$ cat config.mk
export PLATFORM = sky130hd
export DESIGN_NAME = lsu_align
export DESIGN_NICKNAME = d
export VERILOG_FILES = /design/src/rtl/lsu_pkg.sv /design/src/rtl/lsu_lane_align.sv /design/src/rtl/lsu_align.sv
export SDC_FILE = /design/constraint.sdc
export NUM_CORES = 1
export LEC_CHECK = 0
export CORE_MARGIN = 4
export CORE_UTILIZATION = 45
export CTS_CLUSTER_DIAMETER = 30
export DETAILED_ROUTE_END_ITERATION = 6
export HOLD_SLACK_MARGIN = 0.05
export PLACE_DENSITY = 0.74
export SYNTH_ARGS = -nofsm -noshare
export SYNTH_HDL_FRONTEND = slang
export SYNTH_SLANG_ARGS = --single-unit
$ cat constraint.sdc
create_clock -name clk -period 9.3 [get_ports clk]
set_input_delay 2.79 -clock clk [delete_from_list [all_inputs] [get_ports clk]]
set_output_delay 2.79 -clock clk [all_outputs]
set_load 0.01 [all_outputs]
$ cat src/rtl/lsu_pkg.sv
// Shared types, funct3 constants and decode helpers for the load/store alignment unit.
package lsu_pkg;

    localparam logic [2:0] F3_B  = 3'b000;
    localparam logic [2:0] F3_H  = 3'b001;
    localparam logic [2:0] F3_W  = 3'b010;
    localparam logic [2:0] F3_BU = 3'b100;
    localparam logic [2:0] F3_HU = 3'b101;

    typedef enum logic [1:0] {
        IDLE = 2'd0,
        ACC0 = 2'd1,
        ACC1 = 2'd2,
        RESP = 2'd3
    } lsu_state_t;

    typedef struct packed {
        logic        write;
        logic [2:0]  funct3;
        logic [1:0]  off;
        logic [31:0] wdata;
    } lsu_req_t;

    // Access size in bytes: 1, 2 or 4.
    function automatic logic [2:0] f3_size(input logic [2:0] f3);
        case (f3[1:0])
            2'b00:   return 3'd1;
            2'b01:   return 3'd2;
            default: return 3'd4;
        endcase
    endfunction

    function automatic logic f3_legal(input logic wr, input logic [2:0] f3);
        if (wr)
            return (f3 == F3_B) || (f3 == F3_H) || (f3 == F3_W);
        return (f3 == F3_B) || (f3 == F3_H) || (f3 == F3_W) ||
               (f3 == F3_BU) || (f3 == F3_HU);
    endfunction

    // An access spills into the next word when offset + size > 4.
    function automatic logic misaligned(input logic [1:0] off, input logic [2:0] size);
        return ({2'b00, off} + {1'b0, size}) > 4'd4;
    endfunction

endpackage

$ cat src/rtl/lsu_lane_align.sv
// Byte-lane enables and lane-positioned store data for one phase of an access.
module lsu_lane_align (
    input  logic [1:0]  offset,
    input  logic [2:0]  size,
    input  logic        phase,
    input  logic [31:0] wdata,
    output logic [3:0]  be,
    output logic [31:0] lane_wdata
);

    logic [3:0] span;
    logic [5:0] sh_lo;
    logic [5:0] sh_hi;

    assign span  = {2'b00, offset} + {1'b0, size};
    assign sh_lo = {1'b0, offset, 3'b000};
    assign sh_hi = 6'd32 - sh_lo;

    // Phase 0 covers lanes offset..span-1 of word w; phase 1 the spill lanes 0..span-5 of w+1.
    for (genvar n = 0; n < 4; n++) begin : g_lane
        localparam logic [3:0] LANE = 4'(n);
        assign be[n] = phase ? ((LANE + 4'd4) < span)
                             : ((LANE >= {2'b00, offset}) && (LANE < span));
    end

    assign lane_wdata = phase ? (wdata >> sh_hi) : (wdata << sh_lo);

endmodule

$ cat src/rtl/lsu_align.sv
// Load/store alignment unit: byte-addressed requests to word accesses with lane enables.
// Define LSU_MISALIGN_EN to split misaligned accesses over two words; otherwise they fault.
module lsu_align
    import lsu_pkg::*;
#(
    parameter int MEM_AW = 8
) (
    input  logic              clk,
    input  logic              reset_n,
    input  logic              req_valid,
    output logic              req_ready,
    input  logic              req_write,
    input  logic [2:0]        req_funct3,
    input  logic [31:0]       req_addr,
    input  logic [31:0]       req_wdata,
    output logic              rsp_valid,
    output logic [31:0]       rsp_rdata,
    output logic              rsp_fault,
    output logic [MEM_AW-1:0] mem_addr,
    output logic              mem_re,
    output logic              mem_we,
    output logic [3:0]        mem_be,
    output logic [31:0]       mem_wdata,
    input  logic [31:0]       mem_rdata
);

    lsu_state_t        state;
    lsu_req_t          r;
    logic [MEM_AW-1:0] r_word;
    logic [2:0]        r_size;
    logic              accept;
    logic              req_fault;
    logic              split_next;
    logic              phase;
    logic [3:0]        lane_be;
    logic [31:0]       lane_wdata;
    logic [31:0]       hold_lo;
    logic [31:0]       lo_nxt;
`ifdef LSU_MISALIGN_EN
    logic [31:0]       hold_hi;
    logic [31:0]       hi_nxt;
`endif
    logic [63:0]       hold_nxt;
    logic [31:0]       ld_shift;
    logic [31:0]       ld_result;
    logic              unused_addr_hi;

    assign req_ready      = (state == IDLE);
    assign accept         = req_valid && req_ready;
    assign r_size         = f3_size(r.funct3);
    assign phase          = (state == ACC1);
    assign unused_addr_hi = ^req_addr[31:MEM_AW+2];

`ifdef LSU_MISALIGN_EN
    assign req_fault  = !f3_legal(req_write, req_funct3);
    assign split_next = misaligned(r.off, r_size);
`else
    assign req_fault  = !f3_legal(req_write, req_funct3) ||
                        misaligned(req_addr[1:0], f3_size(req_funct3));
    assign split_next = 1'b0;
`endif

    lsu_lane_align u_lane (
        .offset     (r.off),
        .size       (r_size),
        .phase      (phase),
        .wdata      (r.wdata),
        .be         (lane_be),
        .lane_wdata (lane_wdata)
    );

    // Memory port is a pure decode of the access states; quiet everywhere else.
    always_comb begin
        mem_addr  = '0;
        mem_re    = 1'b0;
        mem_we    = 1'b0;
        mem_be    = '0;
        mem_wdata = '0;
        if (state == ACC0 || state == ACC1) begin
            mem_addr  = phase ? (r_word + MEM_AW'(1)) : r_word;
            mem_re    = !r.write;
            mem_we    = r.write;
            mem_be    = lane_be;
            mem_wdata = r.write ? lane_wdata : 32'h0;
        end
    end

    // Result is formed from the hold register as it will look after this edge,
    // so the last access word feeds the response directly.
    always_comb begin
        lo_nxt = (state == ACC0) ? mem_rdata : hold_lo;
`ifdef LSU_MISALIGN_EN
        hi_nxt   = (state == ACC1) ? mem_rdata : hold_hi;
        hold_nxt = {hi_nxt, lo_nxt};
`else
        hold_nxt = {32'h0, lo_nxt};
`endif
        ld_shift = 32'(hold_nxt >> {r.off, 3'b000});
        case (r.funct3)
            F3_B:    ld_result = {{24{ld_shift[7]}}, ld_shift[7:0]};
            F3_BU:   ld_result = {24'h0, ld_shift[7:0]};
            F3_H:    ld_result = {{16{ld_shift[15]}}, ld_shift[15:0]};
            F3_HU:   ld_result = {16'h0, ld_shift[15:0]};
            default: ld_result = ld_shift;
        endcase
    end

    always_ff @(posedge clk) begin
        if (!reset_n) begin
            state     <= IDLE;
            r         <= '0;
            r_word    <= '0;
            hold_lo   <= '0;
`ifdef LSU_MISALIGN_EN
            hold_hi   <= '0;
`endif
            rsp_valid <= 1'b0;
            rsp_rdata <= '0;
            rsp_fault <= 1'b0;
        end else begin
            hold_lo   <= lo_nxt;
`ifdef LSU_MISALIGN_EN
            hold_hi   <= hi_nxt;
`endif
            rsp_valid <= 1'b0;
            case (state)
                IDLE: begin
                    if (accept) begin
                        r.write  <= req_write;
                        r.funct3 <= req_funct3;
                        r.off    <= req_addr[1:0];
                        r.wdata  <= req_wdata;
                        r_word   <= req_addr[MEM_AW+1:2];
                        if (req_fault) begin
                            state     <= RESP;
                            rsp_valid <= 1'b1;
                            rsp_fault <= 1'b1;
                            rsp_rdata <= '0;
                        end else begin
                            state <= ACC0;
                        end
                    end
                end
                ACC0: begin
                    if (split_next) begin
                        state <= ACC1;
                    end else begin
                        state     <= RESP;
                        rsp_valid <= 1'b1;
                        rsp_fault <= 1'b0;
                        rsp_rdata <= r.write ? 32'h0 : ld_result;
                    end
                end
`ifdef LSU_MISALIGN_EN
                ACC1: begin
                    state     <= RESP;
                    rsp_valid <= 1'b1;
                    rsp_fault <= 1'b0;
                    rsp_rdata <= r.write ? 32'h0 : ld_result;
                end
`endif
                RESP:    state <= IDLE;
                default: state <= IDLE;
            endcase
        end
    end

endmodule

==> After elaboration in Yosys (flattened, before gate mapping) <==
Index checks and enable logic that the tools add are counted.
{ "classes": {"addsub": 4, "n_mux": 32, "n_shift": 3, "order_cmp": 12, "reduce_logical": 20, "eq_ne": 13} }
{ "ops": {"columns": ["operator", "n"], "rows": [
  ["32-bit 2-to-1 mux", 7],
  ["32-bit case mux with 4 select lines", 1],
  ["32-bit case mux with 2 select lines", 1],
  ["32-bit by 5-bit left shift with 32-bit output", 1],
  ["32-bit by 5-bit right shift with 32-bit output", 1],
  ["32-bit by 6-bit right shift with 32-bit output", 1],
  ["3-bit by 4-bit less-than comparator with 1-bit output (first input constant)", 4],
  ["8-bit 2-to-1 mux", 2],
  ["1-bit 2-to-1 mux", 13],
  ["3-bit == test (second input constant)", 4],
  ["3-bit case mux with 2 select lines", 2],
  ["2-bit by 3-bit adder with 4-bit output", 2],
  ["8-bit by 1-bit adder with 8-bit output (second input constant)", 1],
  ["1-bit by 4-bit less-than comparator with 1-bit output (first input constant)", 2],
  ["2-bit by 4-bit less-than comparator with 1-bit output (first input constant)", 2],
  ["2-bit by 1-bit == test with 1-bit output (second input constant)", 3],
  ["3-bit by 1-bit == test with 1-bit output (second input constant)", 2],
  ["2-bit logical NOT", 3],
  ["3-bit logical NOT", 2],
  ["1-bit logical OR", 6],
  ["6-bit by 5-bit subtractor with 6-bit output (first input constant)", 1],
  ["1-bit by 2-bit >= comparator with 1-bit output (first input constant)", 2],
  ["4-bit by 3-bit > comparator with 1-bit output (second input constant)", 1],
  ["1-bit logical AND", 4],
  ["other kinds (12)", 16]
]} }
{ "totals": {"out_inout_bits": 81, "reg_bits": 114, "inputBits": 103, "word_cells": 94} }

==> Logic depth before layout (Yosys ltp) <==
Gate-level depths: netlist (run 1).
{ "logic_depth": {"depth_word": 11, "mapped_depth": 10, "depth_no_buf": 8} }

==> Cells and area by module <==
From an unflattened synthesis (run 1), not the netlist that was laid out.
{ "hier_totals": {"cells_unflattened": 741, "area_unflattened_um2": 6466.2} }
{ "modules_own_cells": {"columns": ["mod", "area_per_inst_um2", "cells_each", "n_inst", "seq_area_each_um2"], "rows": [
  ["lsu_align", 5342.6, 594, 1, 2282.2],
  ["lsu_lane_align", 1123.6, 147, 1, 0.0]
]} }

==> Least setup slack after synthesis (run 1) <==
Ideal clock, no wire load.
{ "synth_path": {"kind": "reg-to-output", "start": "reg r[32] in the netlist's numbering", "end": "out mem_wdata[24]", "t_required_ns": 6.510, "arrival_time_ns": 2.472, "n_path_buf": 3, "slack_ns": 4.038, "stages_incl_launch_ff": 10, "cell_sequence": "dfxtp_1 -> inv_1 -> clkbuf_1 -> ha_1 -> buf_1 -> nand2b_1 -> clkbuf_1 -> nor2_1 -> a2bb2oi_1 -> nor2_1"} }
{ "synth_via": {"elab_chain_len": 5, "word_cells_on_any_way": 6, "cone_classes": "add/sub: 1; shift: 2; mux: 3"} }
{ "synth_rtl": {"columns": ["item", "line_no", "source"], "rows": [
  ["start, declared", "lsu_align.sv:28", "lsu_req_t r;"],
  ["6-bit by 5-bit subtractor with 6-bit output", "lsu_lane_align.sv:17", "assign sh_hi = 6'd32 - sh_lo;"],
  ["32-bit by 6-bit right shift with 32-bit output", "lsu_lane_align.sv:26", "assign lane_wdata = phase ? (wdata >> sh_hi) : (wdata << sh_lo);"],
  ["32-bit 2-to-1 mux (*)", "lsu_lane_align.sv:26", null],
  ["32-bit 2-to-1 mux (*)", "lsu_align.sv:84", "mem_wdata = r.write ? lane_wdata : 32'h0;"],
  ["32-bit 2-to-1 mux (*)", "lsu_align.sv:79", "if (state == ACC0 || state == ACC1) begin"],
  ["end, declared", "lsu_align.sv:23", "output logic [31:0] mem_wdata,"]
]} }
Mark *: on every way between the ends. The rest lies on a longest branch, timed or not.

==> Final worst setup path (run 1) <==
{ "layout_path": {"start": "reg state[0]", "end": "out mem_wdata[31]"} }
{ "layout_via": {"elab_chain_len": 4, "word_cells_on_any_way": 6, "cone_classes": "eq/ne: 2; mux: 3; reduce/logical: 1"} }
{ "layout_rtl": {"columns": ["item", "line_no", "source"], "rows": [
  ["start, declared", "lsu_align.sv:27", "lsu_state_t state;"],
  ["start signal, assigned", "lsu_align.sv:110", "state <= IDLE;"],
  ["start signal, assigned", "lsu_align.sv:135", "state <= RESP;"],
  ["start signal, assigned", "lsu_align.sv:140", "state <= ACC0;"],
  ["2-bit == test", "lsu_align.sv:51, lsu_align.sv:79", null],
  ["32-bit 2-to-1 mux", "lsu_lane_align.sv:26", null],
  ["32-bit 2-to-1 mux", "lsu_align.sv:84", null],
  ["32-bit 2-to-1 mux (*)", "lsu_align.sv:79", null]
]} }
Marks and branches as above.

==> results.py, run 1 <==
metrics = {
    "global_route": {
        "overflow": 0,
        "grt_pass1_vias": 5766,
        "grt_max_degree": 93,
        "grt_pass1_wl_um": 30100,
        "grt_usage": 0.229,
        "antenna_found_initial": 0,
    },
    "detailed_routing": {
        "routedWlPerCell_um": 17.3,
        "first_iter_violations": 466,
        "firstDrtPassIters": 7,
        "post-route-drc-count": 0,
        "routed_wl_um": 19200,
        "vias_per_cell": 5.55,
        "final_antenna_net_count": 0,
        "vias": 6143,
    },
    "clocking": {
        "cts_tree": "built",
        "htree_levels": 4,
        "cts_made_buffers": 17,
        "hold_buffers": 0,
        "cts.sinks": 114,
        "clk_latency_ns": 0.43,
        "path_clk_slew_ns": 0.05,
        "cts_setup_buffers": 0,
        "ctsLongestPathBuffers": 2,
        "clock-root-buffer": "clkbuf_16",
        "cts_resized": 0,
    },
    "setup_path": {
        "critPathMaxFanout": 28,
        "cp.required_ns": 6.51,
        "critPathKind": "reg -> out",
        "timing.rr.start": "state[1]",
        "reg2reg_to": "rsp_rdata[19]",
        "reg2reg_slack_ns": 5.94,
        "crit_path_end_kind": "output pin",
        "cp.arrival_ns": 4.07,
        "cp-start-kind": "flip-flop",
        "reg2reg_depth": 8,
    },
    "worst_hold_path": {
        "min_from": "rsp_rdata[7]",
        "hp-class": "reg -> reg",
        "hold-path-cell-count": 2,
        "holdPathEnd": "rsp_rdata[7]",
    },
    "yosys": {
        "syn_avg_cell_area_um2": 8.31,
        "synthesis.nets": 907,
        "synthCells": 790,
        "synth_cell_types": 44,
        "ys_ff_latch": 114,
        "syn_area_um2": 6570,
        "yosysWarnings": 0,
        "seq_area_frac_synth": 0.348,
    },
    "sta": {
        "finalClockSkew_ns": 0.0134,
        "relSlewSlack": 0.244,
        "tns_ns": 0,
        "period_share": 0.737,
        "drv_slew": 0,
        "setup_viol": 0,
        "finalCriticalPeriod_ns": 6.86,
        "hold_violations": 0,
        "worst-slew-pin-transition_ns": 1.13,
        "rsz0062_at_grt": "false",
        "fmax_ghz": 0.146,
    },
    "finish": {
        "synthToLayoutAreaGrowth_pct": 34.1,
        "fillers": 1264,
        "antenna_cells": 0,
        "nNetsFinal": 1031,
        "fin_area_um2": 8800,
        "drive_above_1_share": 0.0734,
    },
    "placement": {
        "dpl.hpwl_um": 13100,
        "gp_congestion": 0.823,
        "port_buffers": 161,
        "dpl_cell_area_um2": 8200,
    },
    "job": {
        "max_cap_violations": 0,
    },
    "power_and_ir_drop": {
        "leakagePower_nw": 3.07,
        "irDropWorstVdd_mv": 0.133,
        "power_density_nw_per_um2": 212,
    },
    "floorplan": {
        "ios": 184,
        "core_um2": 14100,
        "die_height_um": 129,
        "die_area_um2": 16600,
        "die_w_um": 129,
        "rows": 43,
        "start_util": 0.466,
    },
    "status": {
        "outcome": "completed",
    },
}
==> cell families (layout without fill, tap and decap cells) <==
family,Yosys count,in the layout,synth area share
buffers and inverters,71,208,0.0427
muxes,92,92,0.158
adders and majority gates,14,14,0.0290
and+or+nand+nor,275,275,0.189
DFF,114,114,0.348
AOI/OAI and AO/OA,217,217,0.224
xor gates and xnor gates,7,7,0.00934
==> synth_stat cells <==
library cell,n,share of area
xnor2_1,5,0.0067
o21ai_1,1,0.00076
nand3_1,1,0.00076
o32ai_1,1,0.0013
a31oi_4,1,0.0032
clkbuf_1,45,0.026
inv_1,6,0.0034
buf_4,1,0.0011
nor2b_1,47,0.045
o21a_1,1,0.0011
buf_1,14,0.0080
a21oi_1,39,0.030
nand4_1,3,0.0029
mux4_2,8,0.027
a21o_1,1,0.0011
a2bb2oi_1,15,0.020
nand2_1,119,0.068
mux2_2,15,0.026
o221a_2,1,0.0017
or4_1,2,0.0023
buf_2,2,0.0015
clkinv_1,1,0.00057
o22ai_1,9,0.0086
o21ai_0,53,0.040
nor2_1,68,0.039
and2_1,15,0.014
or2_2,1,0.00095
o2bb2ai_1,4,0.0053
a21boi_0,49,0.056
a2111oi_0,1,0.0013
mux2i_1,69,0.11
fa_1,2,0.0061
nand2b_1,6,0.0057
a22o_1,24,0.032
a22oi_1,8,0.0091
dfxtp_1,114,0.35
xor2_1,2,0.0027
inv_2,1,0.00057
and3_1,2,0.0019
or3_1,2,0.0019
ha_1,12,0.023
o22a_1,9,0.012
buf_6,1,0.0017
nor3_1,9,0.0069
==> report_power, final <==
group / switching [mW] / leakage, nW / total [mW] / internal [mW]
Clock: 0.241 / 0.298 / 0.657 / 0.417
Combinational: 0.344 / 1.84 / 0.616 / 0.272
Sequential: 0.0459 / 0.930 / 0.592 / 0.546
Total: 0.631 / 3.07 / 1.87 / 1.23
==> how the worst max path moves through the flow <==
stage	startpoint	end	slack, ns
after floorplan	r[32]	mem_wdata[24]	4.04
after global placement	r[32]	mem_wdata[31]	2.96
after detailed placement	req_funct3[0]	rsp_rdata[30]	2.94
after CTS	r[32]	mem_wdata[31]	2.52
after global routing	r[32]	mem_wdata[31]	2.33
final	state[0]	mem_wdata[31]	2.44
==> layout make-up <==
cell class                      instances  area, um2  area share
Clock buffer                           21        470      0.0534
Clock inverter                         11        128      0.0145
Sequential cell                       114       2280       0.259
Timing Repair Buffer                  168       1660       0.188
Tap cell                              180        225      0.0256
Inverter                                8       30.0     0.00341
Multi-Input combinational cell        605       4010       0.455
==> worst max-delay path, cell delays in order, from the launching register on <==
cell and delay, ns:
dfxtp_1 0.32, inv_1 0.08, ha_1 0.14, buf_4 0.32
nor2b_1 0.73, nand2b_1 0.44, nor2_1 0.69, a2bb2oi_1 0.15
nor2_1 0.16, clkdlybuf4s50_1 0.59
==> flip-flops by register name, indices dropped and copies added (netlist names) <==
name,flops
state,2
r,38
r_word,8
rsp_fault,1
rsp_rdata,32
rsp_valid,1
hold_lo,32
==> metrics by stage <==
stage                     cells  setup WS, ns  hold slack, ns  total power [mW]   util
after floorplan             790          4.04           0.449              1.01      -
after global placement     1075          2.96           0.455              1.21  0.582
after detailed placement   1075          2.94           0.466              1.21  0.582
after CTS                  1107          2.52           0.473              1.87  0.624
after global routing       1107          2.33           0.500              1.96  0.624
final                      1107          2.44           0.472              1.87  0.624
==> per-layer routing <==
layer	global-route usage	vias to the layer above	share of wire	routed length, um
li1	-	3028	-	-
met2	0.365	199	0.46	8730
met3	0.0735	29	0.078	1500
met5	0	-	0	0
met4	0.0741	0	0.017	333
met1	0.295	2887	0.45	8590
==> cell usage in the layout, fill, tap and decap left out, types with 3 or more instances in the layout <==
master,n
clkdlybuf4s50_1,160
nand2_1,119
dfxtp_1,113
mux2i_1,69
nor2_1,68
o21ai_0,53
a21boi_0,49
nor2b_1,47
a21oi_1,39
a22o_1,24
clkbuf_16,17
and2_1,15
mux2_2,15
a2bb2oi_1,15
ha_1,11
o22ai_1,9
o22a_1,9
nor3_1,9
a22oi_1,8
mux4_2,8
buf_4,7
inv_1,6
nand2b_1,6
xnor2_1,5
o2bb2ai_1,4
clkinv_4,4
nand4_1,3
clkbuf_8,3
clkinv_2,3
(Power assumes the default switching activity.)
==> run 2: changes to the inputs <==
clock period = 6.87 ns   (was 9.3 ns; I/O delays follow)
==> run 2 against run 1 <==
Global-route usage is 0.20 points higher. Die area stayed put. Register-to-register slack worse by 2.5 ns. Final area is 0.75% higher. Largest cell class unchanged. Final cell count is 0.18% higher. Count of clock-buffer cells in the layout is 2 lower. Critical endpoint unchanged.
==> results.py, run 2 (synthesis results as in run 1) <==
metrics = {
    "status": {
        "outcome": "completed",
    },
    "clocking": {
        "htree_levels": 4,
        "cts_resized": 0,
        "cts_tree": "built",
        "ctsLongestPathBuffers": 2,
        "clk_latency_ns": 0.42,
        "cts.sinks": 114,
        "path_clk_slew_ns": 0.06,
        "hold_buffers": 0,
        "cts_made_buffers": 17,
        "cts_setup_buffers": 0,
        "clock-root-buffer": "clkbuf_16",
    },
    "job": {
        "max_cap_violations": 0,
    },
    "global_route": {
        "grt_usage": 0.231,
        "grt_pass1_wl_um": 30300,
        "grt_pass1_vias": 5813,
        "use_met1": 0.301,
        "met2_usage": 0.363,
        "grt.busiest_layer": "met2",
        "antenna_found_initial": 0,
        "grt_max_degree": 79,
        "overflow": 0,
        "grtUsageMet3": 0.0722,
    },
    "finish": {
        "nNetsFinal": 1033,
        "largest-register": "r",
        "utilization": 0.629,
        "final_cell_mix": "160 x clkdlybuf4s50_1, 119 x nand2_1, 113 x dfxtp_1",
        "largest_reg_flops": 38,
        "antenna_cells": 0,
        "multi_input_area_um2": 4010,
        "synthToLayoutAreaGrowth_pct": 35.1,
        "fillers": 1245,
        "regArea_um2": 2280,
        "drive_above_1_share": 0.0764,
        "final_common_cell": "clkdlybuf4s50_1",
        "biggestRegsByFlops": "r: 38 flops, hold_lo: 32 flops, rsp_rdata: 32 flops",
    },
    "power_and_ir_drop": {
        "post-layout-total-power_mw": 2.61,
        "leakagePower_nw": 3.09,
        "power_density_nw_per_um2": 295,
        "irDropWorstVdd_mv": 0.177,
    },
    "detailed_routing": {
        "vias_per_cell": 5.53,
        "final_antenna_net_count": 0,
        "post-route-drc-count": 0,
        "firstDrtPassIters": 6,
        "routed_wl_um": 19200,
        "vias": 6135,
        "first_iter_violations": 453,
        "routedWlPerCell_um": 17.3,
    },
    "placement": {
        "port_buffers": 161,
        "gp_congestion": 0.868,
        "preCtsSetupSlack_ns": 1.45,
        "dpl.hpwl_um": 13100,
    },
    "sta": {
        "relSlewSlack": 0.236,
        "finalCriticalPeriod_ns": 5.90,
        "fmax_ghz": 0.169,
        "finalClockSkew_ns": 0.00642,
        "worst-slew-pin-transition_ns": 1.14,
        "layout_setup_ws_ns": 0.966,
        "rsz0062_at_grt": "false",
        "drv_slew": 0,
        "hold_violations": 0,
        "setup_viol": 0,
        "tns_ns": 0,
        "period_share": 0.859,
    },
    "setup_path": {
        "critPathMaxFanout": 12,
        "reg2reg_slack_ns": 3.45,
        "cp.required_ns": 4.81,
        "crit_path_end_kind": "output pin",
        "cp.arrival_ns": 3.84,
        "critPathKind": "reg -> out",
        "cp-start-kind": "flip-flop",
        "reg2reg_depth": 8,
    },
    "floorplan": {
        "die_w_um": 129,
        "die_height_um": 129,
        "rows": 43,
        "start_util": 0.466,
        "core_um2": 14100,
        "die_area_um2": 16600,
        "ios": 184,
    },
    "worst_hold_path": {
        "hold-path-cell-count": 1,
        "hp-class": "reg -> reg",
    },
}
[run 2: cell types whose count changed in the layout (fill, tap and decap cells not counted), moves of 2 or more]
cell / before / now
bufinv_16: 2 / 4
clkinv_2: 3 / 0
buf_4: 7 / 9
clkinv_4: 4 / 2
inv_6: 2 / 5
clkinvlp_4: 0 / 2
[run 2: metal layers]
layer | up-vias | wire (um)
met3 | 28 | 1480
met2 | 221 | 8740
li1 | 3020 | -
met5 | - | 0
met1 | 2866 | 8650
met4 | 0 | 359
[run 2: cell type report]
class | count | share of cell area
clock inverters | 13 | 0.0222
inverters | 8 | 0.00339
clock buffers | 19 | 0.0511
repair buffers | 170 | 0.189
multi-input cells | 605 | 0.452
well taps | 180 | 0.0254
flip-flops and latches | 114 | 0.257
[run 2: worst paths after layout]
check                start       endpoint
min reg2reg  rsp_rdata[30]  rsp_rdata[30]
min          rsp_rdata[30]  rsp_rdata[30]
max reg2reg       state[1]  rsp_rdata[19]
max                  r[32]  mem_wdata[31]
[run 2: critical path: stages (launching register included)]
cell             delay, ns
dfxtp_2               0.31
inv_1                 0.44
ha_1                  0.57
nand2b_1              0.46
nor2_1                0.73
a2bb2oi_1             0.15
nor2_1                0.16
clkdlybuf4s50_1       0.58
[run 2: through the flow]
step	hold slack, ns	instance area [um2]	cells
floorplan	0.449	6570	790
global placement	0.462	8220	1077
detailed placement	0.467	8220	1077
CTS	0.477	8870	1109
global route	0.487	8870	1109
finish	0.477	8870	1109
[run 2: power by group]
| group | total (mW) | leakage (nW) | switching [mW] | internal [mW] |
|---|---|---|---|---|
| clock network | 0.970 | 0.312 | 0.337 | 0.632 |
| registers | 0.802 | 0.930 | 0.0632 | 0.739 |
| logic | 0.842 | 1.85 | 0.470 | 0.372 |
| total | 2.61 | 3.09 | 0.870 | 1.74 |
